--- config.mk ---
export PLATFORM = sky130hd
export DESIGN_NAME = clk_div_bank
export DESIGN_NICKNAME = d
export VERILOG_FILES = /design/src/rtl/clk_div_bank.sv
export SDC_FILE = /design/constraint.sdc
export NUM_CORES = 1
export LEC_CHECK = 0
export BUFFER_PORTS_ARGS = -buffer_cell sky130_fd_sc_hd__buf_2
export CAP_MARGIN = 10
export CORE_MARGIN = 2
export CORE_UTILIZATION = 45
export DETAILED_ROUTE_END_ITERATION = 7
export PLACE_DENSITY = 0.73
export SYNTH_ARGS = -nofsm -noshare
export SYNTH_HDL_FRONTEND = slang
export SYNTH_SLANG_ARGS = --single-unit
--- constraint.sdc ---
create_clock -name clk -period 4.92 [get_ports clk]
set_input_delay 0.984 -clock clk [delete_from_list [all_inputs] [get_ports clk]]
set_output_delay 0.984 -clock clk [all_outputs]
set_load 0.01 [all_outputs]
--- src/rtl/clk_div_bank.sv ---
// clk_div_bank: bank of NUM_CH independent integer clock dividers running
// from a single system clock.
//
// Each channel counts 0..div_act-1. Its output is high while the count is
// below div_act>>1, and tick marks the last count of each period.
// Divisor changes are staged in div_pend. They reach div_act only at a
// period boundary, so no runt or stretched half-period is ever produced.
// The three period boundaries are:
//   - a wrap while enabled,
//   - any edge while disabled,
//   - a sync edge.
//
// Write interface: div_we is a single-cycle strobe with no back-pressure.
// On every edge where div_we=1, {div_ch, div_in} is accepted and nothing is
// held over to later cycles. Writes to div_ch >= NUM_CH are dropped.
//
// Ports:
//   clk      in   system clock; all state updates on its rising edge
//   rst      in   asynchronous active-low reset
//   en       in   [NUM_CH] per-channel run enable
//   sync     in   single-cycle phase-realign strobe (enabled channels only)
//   div_we   in   divisor write strobe
//   div_ch   in   [CH_W] channel addressed by the write
//   div_in   in   [DIV_W] new divisor (values below 2 are stored as 2)
//   clk_out  out  [NUM_CH] divided clock per channel (registered)
//   tick     out  [NUM_CH] one-cycle pulse in each channel's last count
//   div_busy out  [NUM_CH] a written divisor is still waiting for a boundary
module clk_div_bank #(
  parameter int NUM_CH      = 3,
  parameter int DIV_W       = 8,
  parameter int DEFAULT_DIV = 2,
  parameter int CH_W        = (NUM_CH > 1) ? $clog2(NUM_CH) : 1
) (
  input  logic              clk,
  input  logic              rst,
  input  logic [NUM_CH-1:0] en,
  input  logic              sync,
  input  logic              div_we,
  input  logic [CH_W-1:0]   div_ch,
  input  logic [DIV_W-1:0]  div_in,
  output logic [NUM_CH-1:0] clk_out,
  output logic [NUM_CH-1:0] tick,
  output logic [NUM_CH-1:0] div_busy
);

  localparam logic [DIV_W-1:0] DEF_DIV = DIV_W'(DEFAULT_DIV);
  localparam logic [DIV_W-1:0] ONE     = DIV_W'(1);
  localparam logic [DIV_W-1:0] TWO     = DIV_W'(2);

  // A divide-by-0 or divide-by-1 has no meaningful square wave, so those
  // values are raised to 2.
  logic [DIV_W-1:0] div_clamped;
  assign div_clamped = (div_in < TWO) ? TWO : div_in;

  for (genvar c = 0; c < NUM_CH; c++) begin : g_ch
    logic [DIV_W-1:0] cnt, div_act, div_pend;
    logic [DIV_W-1:0] cnt_n, act_n, pend_n;
    logic             clk_q, tick_q, busy_q;
    logic             clk_n, tick_n, busy_n;
    logic             sel;

    // An out-of-range div_ch matches no channel, so that write is dropped.
    assign sel = div_we && (div_ch == CH_W'(c));

    always_comb begin
      cnt_n  = cnt;
      act_n  = div_act;
      pend_n = div_pend;
      busy_n = busy_q;
      clk_n  = clk_q;
      tick_n = tick_q;

      if (!en[c]) begin
        // Park at period end using the applied divisor. The first enabled
        // edge then wraps to 0 and raises the clock, just as after reset.
        act_n  = div_pend;
        busy_n = 1'b0;
        cnt_n  = div_pend - ONE;
        clk_n  = 1'b0;
        tick_n = 1'b0;
      end else if (sync) begin
        act_n  = div_pend;
        busy_n = 1'b0;
        cnt_n  = '0;
        clk_n  = 1'b1;
        tick_n = 1'b0;
      end else begin
        if (cnt == div_act - ONE) begin
          act_n  = div_pend;
          busy_n = 1'b0;
          cnt_n  = '0;
        end else begin
          cnt_n = cnt + ONE;
        end
        // Decode the outputs from the count and divisor that the new
        // period will use, so a divisor change takes effect exactly at
        // the wrap.
        clk_n  = (cnt_n < (act_n >> 1));
        tick_n = (cnt_n == act_n - ONE);
      end

      // A write on a boundary edge is applied at the following boundary.
      // The boundary above has already consumed the old pending value.
      if (sel) begin
        pend_n = div_clamped;
        busy_n = 1'b1;
      end
    end

    always_ff @(posedge clk or negedge rst) begin
      if (!rst) begin
        cnt      <= DEF_DIV - ONE;
        div_act  <= DEF_DIV;
        div_pend <= DEF_DIV;
        clk_q    <= 1'b0;
        tick_q   <= 1'b0;
        busy_q   <= 1'b0;
      end else begin
        cnt      <= cnt_n;
        div_act  <= act_n;
        div_pend <= pend_n;
        clk_q    <= clk_n;
        tick_q   <= tick_n;
        busy_q   <= busy_n;
      end
    end

    assign clk_out[c]  = clk_q;
    assign tick[c]     = tick_q;
    assign div_busy[c] = busy_q;
  end

endmodule

* After elaboration in Yosys (flattened, before gate mapping) *
Index checks and enable logic that the tools add are counted.

cells by class
  muxes and demuxes = 55
  bitwise gates (word level) = 0
  reductions and logical operators = 4
  divide/modulo/power cells = 0
  shift operators = 0
  eq/ne operators = 11
  $mul = 0
  add/sub/neg operators = 12
  magnitude comparators = 4

operators by type and width
  cell                                                                          count
  8-bit 2-to-1 mux                                                              31
  8-bit by 1-bit subtractor with 8-bit output, second input constant            9
  8-bit == test                                                                 6
  8-bit by 1-bit adder with 8-bit output, second input constant                 3
  8-bit by 7-bit less-than comparator with 1-bit output                         3
  1-bit 2-to-1 mux                                                              24
  4-bit by 1-bit inequality test with 1-bit output, second input constant       3
  8-bit by 2-bit less-than comparator with 1-bit output, second input constant  1
  1-bit logical AND                                                             3
  2-bit by 1-bit == test with 1-bit output, second input constant               1
  2-bit == test, second input constant                                          1
  2-bit logical NOT                                                             1

storage, ports and cells
  bits in registers = 81
  word-level logic and storage cells = 104
  bits of input ports = 17
  memory bits (writable) = 0
  latch bits = 0
  memories = 0
  ROM bits = 0

* Depth between registers and ports, before layout *
Gate-level depths: netlist (run 1).

  word-level depth = 9
  gate-level depth with buffers = 18

* Worst setup path before layout (run 1) *
Ideal clock, no wire load.

  path kind = register to register
  start point = register g_ch[2].div_act[1]
  end point = register g_ch[2].tick_q
  library setup time = 0.111 ns
  path slack = 1.246 ns
  required time = 4.809 ns
  arrival time = 3.562 ns
  path buffers = 2
  clock period less this slack = 3.674 ns
  cell stages (with the launch flop) = 17
  cells stage by stage = dfstp_2 > inv_1 > ha_1 > clkbuf_1 > o211a_1 > a21oi_1 > nand4_1 > nor2_4 > buf_1 > nor2_1 > a21oi_1 > ha_1 > nand3_1 > a21oi_1 > a221oi_2 > or4_1 > a2111oi_2

on the way
  cells in the longest elaborated chain, start to end = 9
  elaborated cells on any way between the ends = 12
  those cells by class = 2 x add/sub; 2 x eq/ne; 8 x mux

ends and longest elaborated chain
  what                                         line  text
  start, declared                              56    logic [DIV_W-1:0] cnt, div_act, div_pend;
  start signal, assigned                       120   div_act <= act_n;
  8-bit by 1-bit subtractor with 8-bit output  88    if (cnt == div_act - ONE) begin
  8-bit == test                                88
  8-bit 2-to-1 mux                             88
  8-bit 2-to-1 mux                             81    end else if (sync) begin
  8-bit 2-to-1 mux                             73    if (!en[c]) begin
  8-bit by 1-bit subtractor with 8-bit output  99    tick_n = (cnt_n == act_n - ONE);
  8-bit == test *                              99
  1-bit 2-to-1 mux *                           81
  1-bit 2-to-1 mux *                           73
  via g_ch[2].tick_n                           59    logic clk_n, tick_n, busy_n;
  end signal, assigned                         123   tick_q <= tick_n;
  end, declared                                58    logic clk_q, tick_q, busy_q;

Mark *: on every way through the listed nets, which the timed path passes. The rest lies on a longest branch. The select of a mux whose other input is x is not followed.
A chain may end at the register's enable or synchronous reset.

* Worst setup path in the final report (run 1) *
  start point = register g_ch[0].div_act[2]
  end point = register g_ch[0].tick_q

on the way
  cells in the longest elaborated chain, start to end = 9
  elaborated cells on any way between the ends = 12
  those cells by class = 2 x add/sub; 2 x eq/ne; 8 x mux

ends and longest elaborated chain
  what                                         line
  start, declared                              56
  start signal, assigned                       120
  8-bit by 1-bit subtractor with 8-bit output  88
  8-bit == test                                88
  8-bit 2-to-1 mux                             88
  8-bit 2-to-1 mux                             81
  8-bit 2-to-1 mux                             73
  8-bit by 1-bit subtractor with 8-bit output  99
  8-bit == test *                              99
  1-bit 2-to-1 mux *                           81
  1-bit 2-to-1 mux *                           73
  via g_ch[0].tick_n                           59
  end signal, assigned                         123
  end, declared                                58

Marked as above.

==> results.ini, run 1 <==
[outcome]
status=finished clean

[drt]
ant_nets=0
via_count=5160
first_pass_iters=5
wl_per_cell_um=17.86
viasPerCell=5.979
totalWireLength_mm=15.41
drcViolationCount=0
first_iter_violations=483

[final_layout]
post-route-util=0.4932
regArea_mm2=0.002038
fin_cells=863
syn2layout_area_growth_pct=6.705
fin_nets=729
fin_area_mm2=0.006531
multi_input_area_mm2=0.003759
diodes=0
drive_above_1_share=0.1223
n_fill_cell=1265

[cts]
cts_hold_buf=0
cts_tree=yes
cts_buffers=9
cts.sink_count=81
clock_path_buffers=2
clk_pin_slew_ns=0.06
cts-root-buf=clkbuf_16
post_cts_buffers=0
ctsResizeCount=0
htree_levels=3
clkLatencyLatePin_ns=0.34

[synthesis]
yosysUniqueCellTypes=74
synth-edff-count=0
synth-main-ff-cell=dfrtp_1
synth_top_area_frac=0.2944
synth_nets=739
ys_seq_area_frac=0.3330
ys_ff_latch=81
ys_top_cells_by_area=dfrtp_1 29%, xnor2_1 7.4%, ha_1 6.1%
yosys.area.top_type=dfrtp_1
synth.cell_area_mm2=0.006121
syn-instance-count=692
syn_area_per_cell_um2=8.845
yosysWarnings=0
async_flop_share=1.000

[placement]
dp_cells=847
placedInstanceArea_mm2=0.006254
io_buffers=25
place_hpwl_mm=11.60
gp_congestion=0.9795

[critical_path]
cp-end-kind=register
crit_top_cell=a21oi_1
path_class=register to register
cp-start-kind=register
cp-startpoint=g_ch[0].div_act[2]
required_ns=5.19
slowest_stage=nor4_1
worstPathMaxFanout=12
worstPathCellList=nor4_1 > a221oi_1 > a21oi_1 > o21ai_1 > nand2_1 > clkinv_1 > a21oi_1 > ha_1 > nand2_1 > and2_1 > o31ai_1 > a21oi_1 > o31ai_1 > o311a_1
cp_data_arrival_time_ns=4.40
timing.rr.start=g_ch[0].div_act[2]
cpPeakStageDelay_ns=0.58

[sta]
rsz0062_at_grt=false
period_needed_ns=4.126
max_freq_mhz=242.4
hold_viol=0
period_share=0.8386
slew_headroom=0.3162
setup_violations=0
drv_slew=0
tightest_slew_ns=1.026
tns_ns=0
fin_skew_ns=0.008332

[job]
cap_viol_max_count=0

[grt]
grt_pass1_wl_mm=25.41
grt.overflow.total=0
antenna_found_initial=0
grt_usage=0.2203
grt_max_degree=82
grt_pass1_vias=4978

[power]
cellPowerDensity_mw_per_mm2=439.0
peakVddDrop_mv=0.2518
p_leak_nw=2.727

[floorplanning]
start_util=0.4622
die_y_um=120.6
rows=42
io_pins=26
die_w_um=120.6
dieArea_mm2=0.01455
core_mm2=0.01324

[min_path]
worstHoldPathType=register to register
hp-start=g_ch[1].div_pend[1]

-- logic make-up after synthesis --
group / count (synthesis) / share of synthesized area
multiplexers: 35 / 0.06112
flip-flops: 81 / 0.3330
adder cells (fa/ha/maj): 31 / 0.06296
XOR/XNOR: 87 / 0.1292
AND/OR/NAND/NOR: 235 / 0.2040
AO/OA/AOI/OAI: 149 / 0.1568
buffers and inverters: 74 / 0.05294
-- worst max-delay path, delay by kind of cell, from the launching register on --
family                     cells  cell delay, ns
AOI/OAI and AO/OA              8            1.61
DFF                            1            0.49
buffers and inverters          1            0.39
and+or+nand+nor                4            1.32
adders and majority gates      1            0.24
-- through the flow --
step                total power [mW]  setup slack [ns]  hold slack, ns
finish                         2.867            0.7941          0.5171
global route                   3.061            0.4566          0.5436
CTS                            2.856            0.8865          0.5216
detailed placement             2.216            0.9128          0.5124
global placement               2.181             1.023          0.5075
floorplan                      1.932             1.246          0.4693
-- flip-flops by register name (all words and copies together) (netlist names) --
register	cells
g_ch.clk_q	3
g_ch.div_act	24
g_ch.cnt	24
g_ch.div_pend	24
g_ch.tick_q	3
g_ch.busy_q	3
-- path summary, 6_finish.rpt --
path                       depth (start not counted)                   to  slack (ns)
setup / recovery                                  14       g_ch[0].tick_q        0.79
hold / removal                                     2  g_ch[1].div_pend[1]        0.52
setup reg to reg                                  14       g_ch[0].tick_q        0.79
hold reg to reg                                    2  g_ch[1].div_pend[1]        0.52
max in group asynchronous                          1   g_ch[1].div_act[0]        3.44
min in group asynchronous                          1       g_ch[1].cnt[4]        0.80
-- layout by cell type (no fill, tap or decap), types with 16 or more instances in the layout --
master | Yosys | layout
buf_2 | 4 | 24
inv_1 | 26 | 26
nand3_1 | 25 | 25
o22ai_1 | 22 | 22
nand2_1 | 68 | 68
a21oi_1 | 31 | 31
mux2i_1 | 16 | 16
nor2_1 | 48 | 48
xor2_1 | 32 | 32
xnor2_1 | 52 | 52
o21ai_0 | 44 | 44
dfrtp_1 | 72 | 72
ha_1 | 30 | 30
mux2_2 | 19 | 19
-- report_power, final --
group / internal (mW) / leakage [nW] / switching, mW / total, mW
clock network: 0.371 / 0.137 / 0.257 / 0.628
registers: 0.801 / 0.984 / 0.242 / 1.04
logic: 0.527 / 1.61 / 0.669 / 1.20
total: 1.70 / 2.73 / 1.17 / 2.87
-- Yosys cell counts (3+ instances only) --
cell type and number:
o22ai_1 22, o211ai_1 6, nor4_1 9, ha_1 30, or4_1 3, nand4_1 5
o21ai_0 44, a21o_1 5, clkbuf_1 30, buf_4 9, nand4b_1 4, nor2_1 48
dfrtp_1 72, a211oi_1 3, nand2_1 68, a21oi_1 31, mux2_2 19, buf_1 3
and2_1 5, xor2_1 32, nor2b_1 4, nor4_2 3, and4b_1 3, nand2b_1 10
a21boi_0 4, nor3b_1 5, mux2i_1 16, nor3_1 14, and3_1 9, inv_1 26
dfstp_2 9, xnor2_1 52, nand3b_1 8, a221oi_1 3, o31a_1 3, nand3_1 25
buf_2 4
-- layer usage --
metal	GRT usage	routed length, um	vias to the layer above
met4	0.07267	325	0
li1	-	-	2446
met5	0	0	-
met3	0.03491	1009	28
met1	0.3127	6951	2487
met2	0.3432	7127	199
-- area by class of cell --
class | instances | share of cell area
clock buffer | 14 | 0.04042
clock inverter | 2 | 0.002107
inverter | 27 | 0.01552
multi-input combinational | 537 | 0.5755
sequential | 81 | 0.3121
tap | 176 | 0.03372
timing repair buffer | 26 | 0.02069
No activity file was read; power rests on OpenSTA's default activity.
==> inputs of run 2 (changes only) <==
--- a/config.mk
+++ b/config.mk
@@ -10,7 +10,7 @@
 export CORE_MARGIN = 2
 export CORE_UTILIZATION = 45
 export DETAILED_ROUTE_END_ITERATION = 7
-export PLACE_DENSITY = 0.73
+export PLACE_DENSITY = 0.76
 export SYNTH_ARGS = -nofsm -noshare
 export SYNTH_HDL_FRONTEND = slang
 export SYNTH_SLANG_ARGS = --single-unit
==> constraint.sdc (replaced) <==
create_clock -name clk -period 3.76 [get_ports clk]
set_input_delay 0.752 -clock clk [delete_from_list [all_inputs] [get_ports clk]]
set_output_delay 0.752 -clock clk [all_outputs]
set_load 0.01 [all_outputs]
==> results.ini, run 2 (synthesized netlist as in run 1, its figures left out) <==
[outcome]
status=finished clean

[floorplanning]
rows=42  ; unchanged
dieArea_mm2=0.01455  ; unchanged
die_y_um=120.6  ; unchanged
die_w_um=120.6  ; unchanged
start_util=0.4622  ; unchanged
core_mm2=0.01324  ; unchanged
io_pins=26  ; unchanged

[critical_path]
cp_num_buf_inv=1  ; unchanged
cp_data_arrival_time_ns=3.70  ; -0.70 ns
cp-start-kind=register
worstPathCellList=inv_1 > ha_2 > o211a_1 > a21oi_1 > nand4_1 > nor2_4 > nor2_1 > a21oi_1 > ha_2 > nand3_1 > a21oi_1 > a221oi_2 > or4_1 > a2111oi_2
worstPathMaxFanout=7  ; -5
required_ns=3.99  ; -1.20 ns
slowest_stage=dfstp_2
crit_top_cell=a21oi_1
cp-end-kind=register
path_class=register to register
crit_family=compound AO/OA/AOI/OAI gates
cpPeakStageDelay_ns=0.57  ; about the same

[drt]
totalWireLength_mm=15.47  ; +0.35%
wl_per_cell_um=17.52  ; -1.9%
drcViolationCount=0  ; unchanged
viasPerCell=5.886  ; -1.6%
first_iter_violations=407  ; -16%
first_pass_iters=5  ; unchanged
ant_nets=0  ; unchanged
via_count=5197  ; +0.72%

[sta]
period_needed_ns=3.469  ; -0.6569 ns
hold_viol=0  ; unchanged
period_share=0.9226  ; +0.08401
drv_slew=0  ; unchanged
setup_ws_ns=0.2910  ; -0.5031 ns
fin_skew_ns=0.005801  ; -0.002531 ns
rsz0062_at_grt=false
slew_headroom=0.3200  ; +0.003826
max_freq_mhz=288.3  ; +19%
tns_ns=0  ; unchanged
tightest_slew_ns=1.020  ; -0.005739 ns
finalHoldWorstSlack_ns=0.5474  ; +0.03035 ns
setup_violations=0  ; unchanged

[cts]
clk_pin_slew_ns=0.07  ; about the same
clock_path_buffers=2  ; unchanged
htree_levels=3  ; unchanged
cts_buffers=9  ; unchanged
cts_tree=yes
cts-root-buf=clkbuf_16
clkLatencyLatePin_ns=0.34  ; about the same
cts.sink_count=81  ; unchanged

[final_layout]
top_regs=g_ch.cnt (24), g_ch.div_act (24), g_ch.div_pend (24)
drive_above_1_share=0.1683  ; +0.04605
post-route-util=0.5103  ; +0.01710
layout_commonest_cell=dfrtp_1
syn2layout_area_growth_pct=10.40
fin_nets=749  ; +2.7%
final_cell_mix=72 x dfrtp_1, 66 x nand2_1, 52 x xnor2_1, 48 x nor2_1, 42 x o21ai_0
fin_cells=883  ; +2.3%
n_fill_cell=1234  ; -2.5%
fin_area_mm2=0.006758  ; +3.5%
diodes=0  ; unchanged

[placement]
gp_congestion=0.9315  ; -4.9%
placedInstanceArea_mm2=0.006389  ; +2.2%
place_ws_ns=0.06871  ; -0.8441 ns
dp_cells=865  ; +2.1%
io_buffers=25  ; unchanged
place_hpwl_mm=11.55  ; -0.45%

[grt]
grt.overflow.total=0  ; unchanged
grt_max_degree=82  ; unchanged
grt_usage=0.2214  ; +0.001118
antenna_found_initial=0  ; unchanged
grt_pass1_wl_mm=25.74  ; +1.3%
grt_pass1_vias=4983  ; +0.10%

[power]
peakVddDrop_mv=0.2672  ; +6.1%
p_leak_nw=2.836  ; +4.0%
power.total_mw=3.897  ; +36%
cellPowerDensity_mw_per_mm2=576.6  ; +31%

[min_path]
worstHoldPathType=register to register

[job]
cap_viol_max_count=0  ; unchanged

[run 2: changes by cell type in the layout (fill, tap and decap cells not counted), sizes merged]
cell,previous run,this run
clkbuf,14,10
clkinvlp,0,1
buf,26,46
bufinv,0,1
inv,27,29
[run 2: path summary, 6_finish.rpt]
kind,startpoint,endpoint,slack (ns),cells past startpoint
max,g_ch[2].div_act[1],g_ch[2].tick_q,0.29,14
min,g_ch[0].busy_q,g_ch[0].busy_q,0.55,2
max reg2reg,g_ch[2].div_act[1],g_ch[2].tick_q,0.29,14
min reg2reg,g_ch[0].busy_q,g_ch[0].busy_q,0.55,2
max in group asynchronous,rst,g_ch[0].cnt[3],2.52,1
min in group asynchronous,rst,g_ch[1].cnt[2],0.59,1
[run 2: layout make-up]
class                           instances  area [um^2]  area share
Multi-Input combinational cell        537         3811      0.5640
Sequential cell                        81         2038      0.3016
Timing Repair Buffer                   46        285.3     0.04221
Clock buffer                           10        229.0     0.03388
Tap cell                              176        220.2     0.03259
Inverter                               27        101.3     0.01500
Clock inverter                          6        72.57     0.01074
[run 2: power breakdown]
| group | switching (mW) | internal, mW |
|---|---|---|
| logic | 0.893 | 0.745 |
| registers | 0.318 | 1.05 |
| clock network | 0.370 | 0.523 |
| total | 1.58 | 2.32 |
[run 2: layer usage]
layer  wire, um  global-route usage  part of all wire  vias up
met3        800             0.02689             0.052       28
met4        336             0.07776             0.022        0
met2       7034              0.3372              0.45      163
li1           -                   -                 -     2480
met1       7296              0.3243              0.47     2526
met5          0                   0                 0        -
[run 2: worst register-to-register path: cells and delay by family, from the launching register on]
family / cells / cell delay (ns)
flops: 1 / 0.57
compound gates: 6 / 1.17
fa+ha+maj: 2 / 0.46
simple gates: 5 / 1.08
buf+inv: 1 / 0.08
[run 2: what timing repair did]
action / CTS / global route
endpoints found under the hold margin: 0 / 0
hold buffers: 0 / 0
gates resized for setup: 0 / 17
setup endpoints to repair: 0 / 3
buffers inserted: 0 / 2
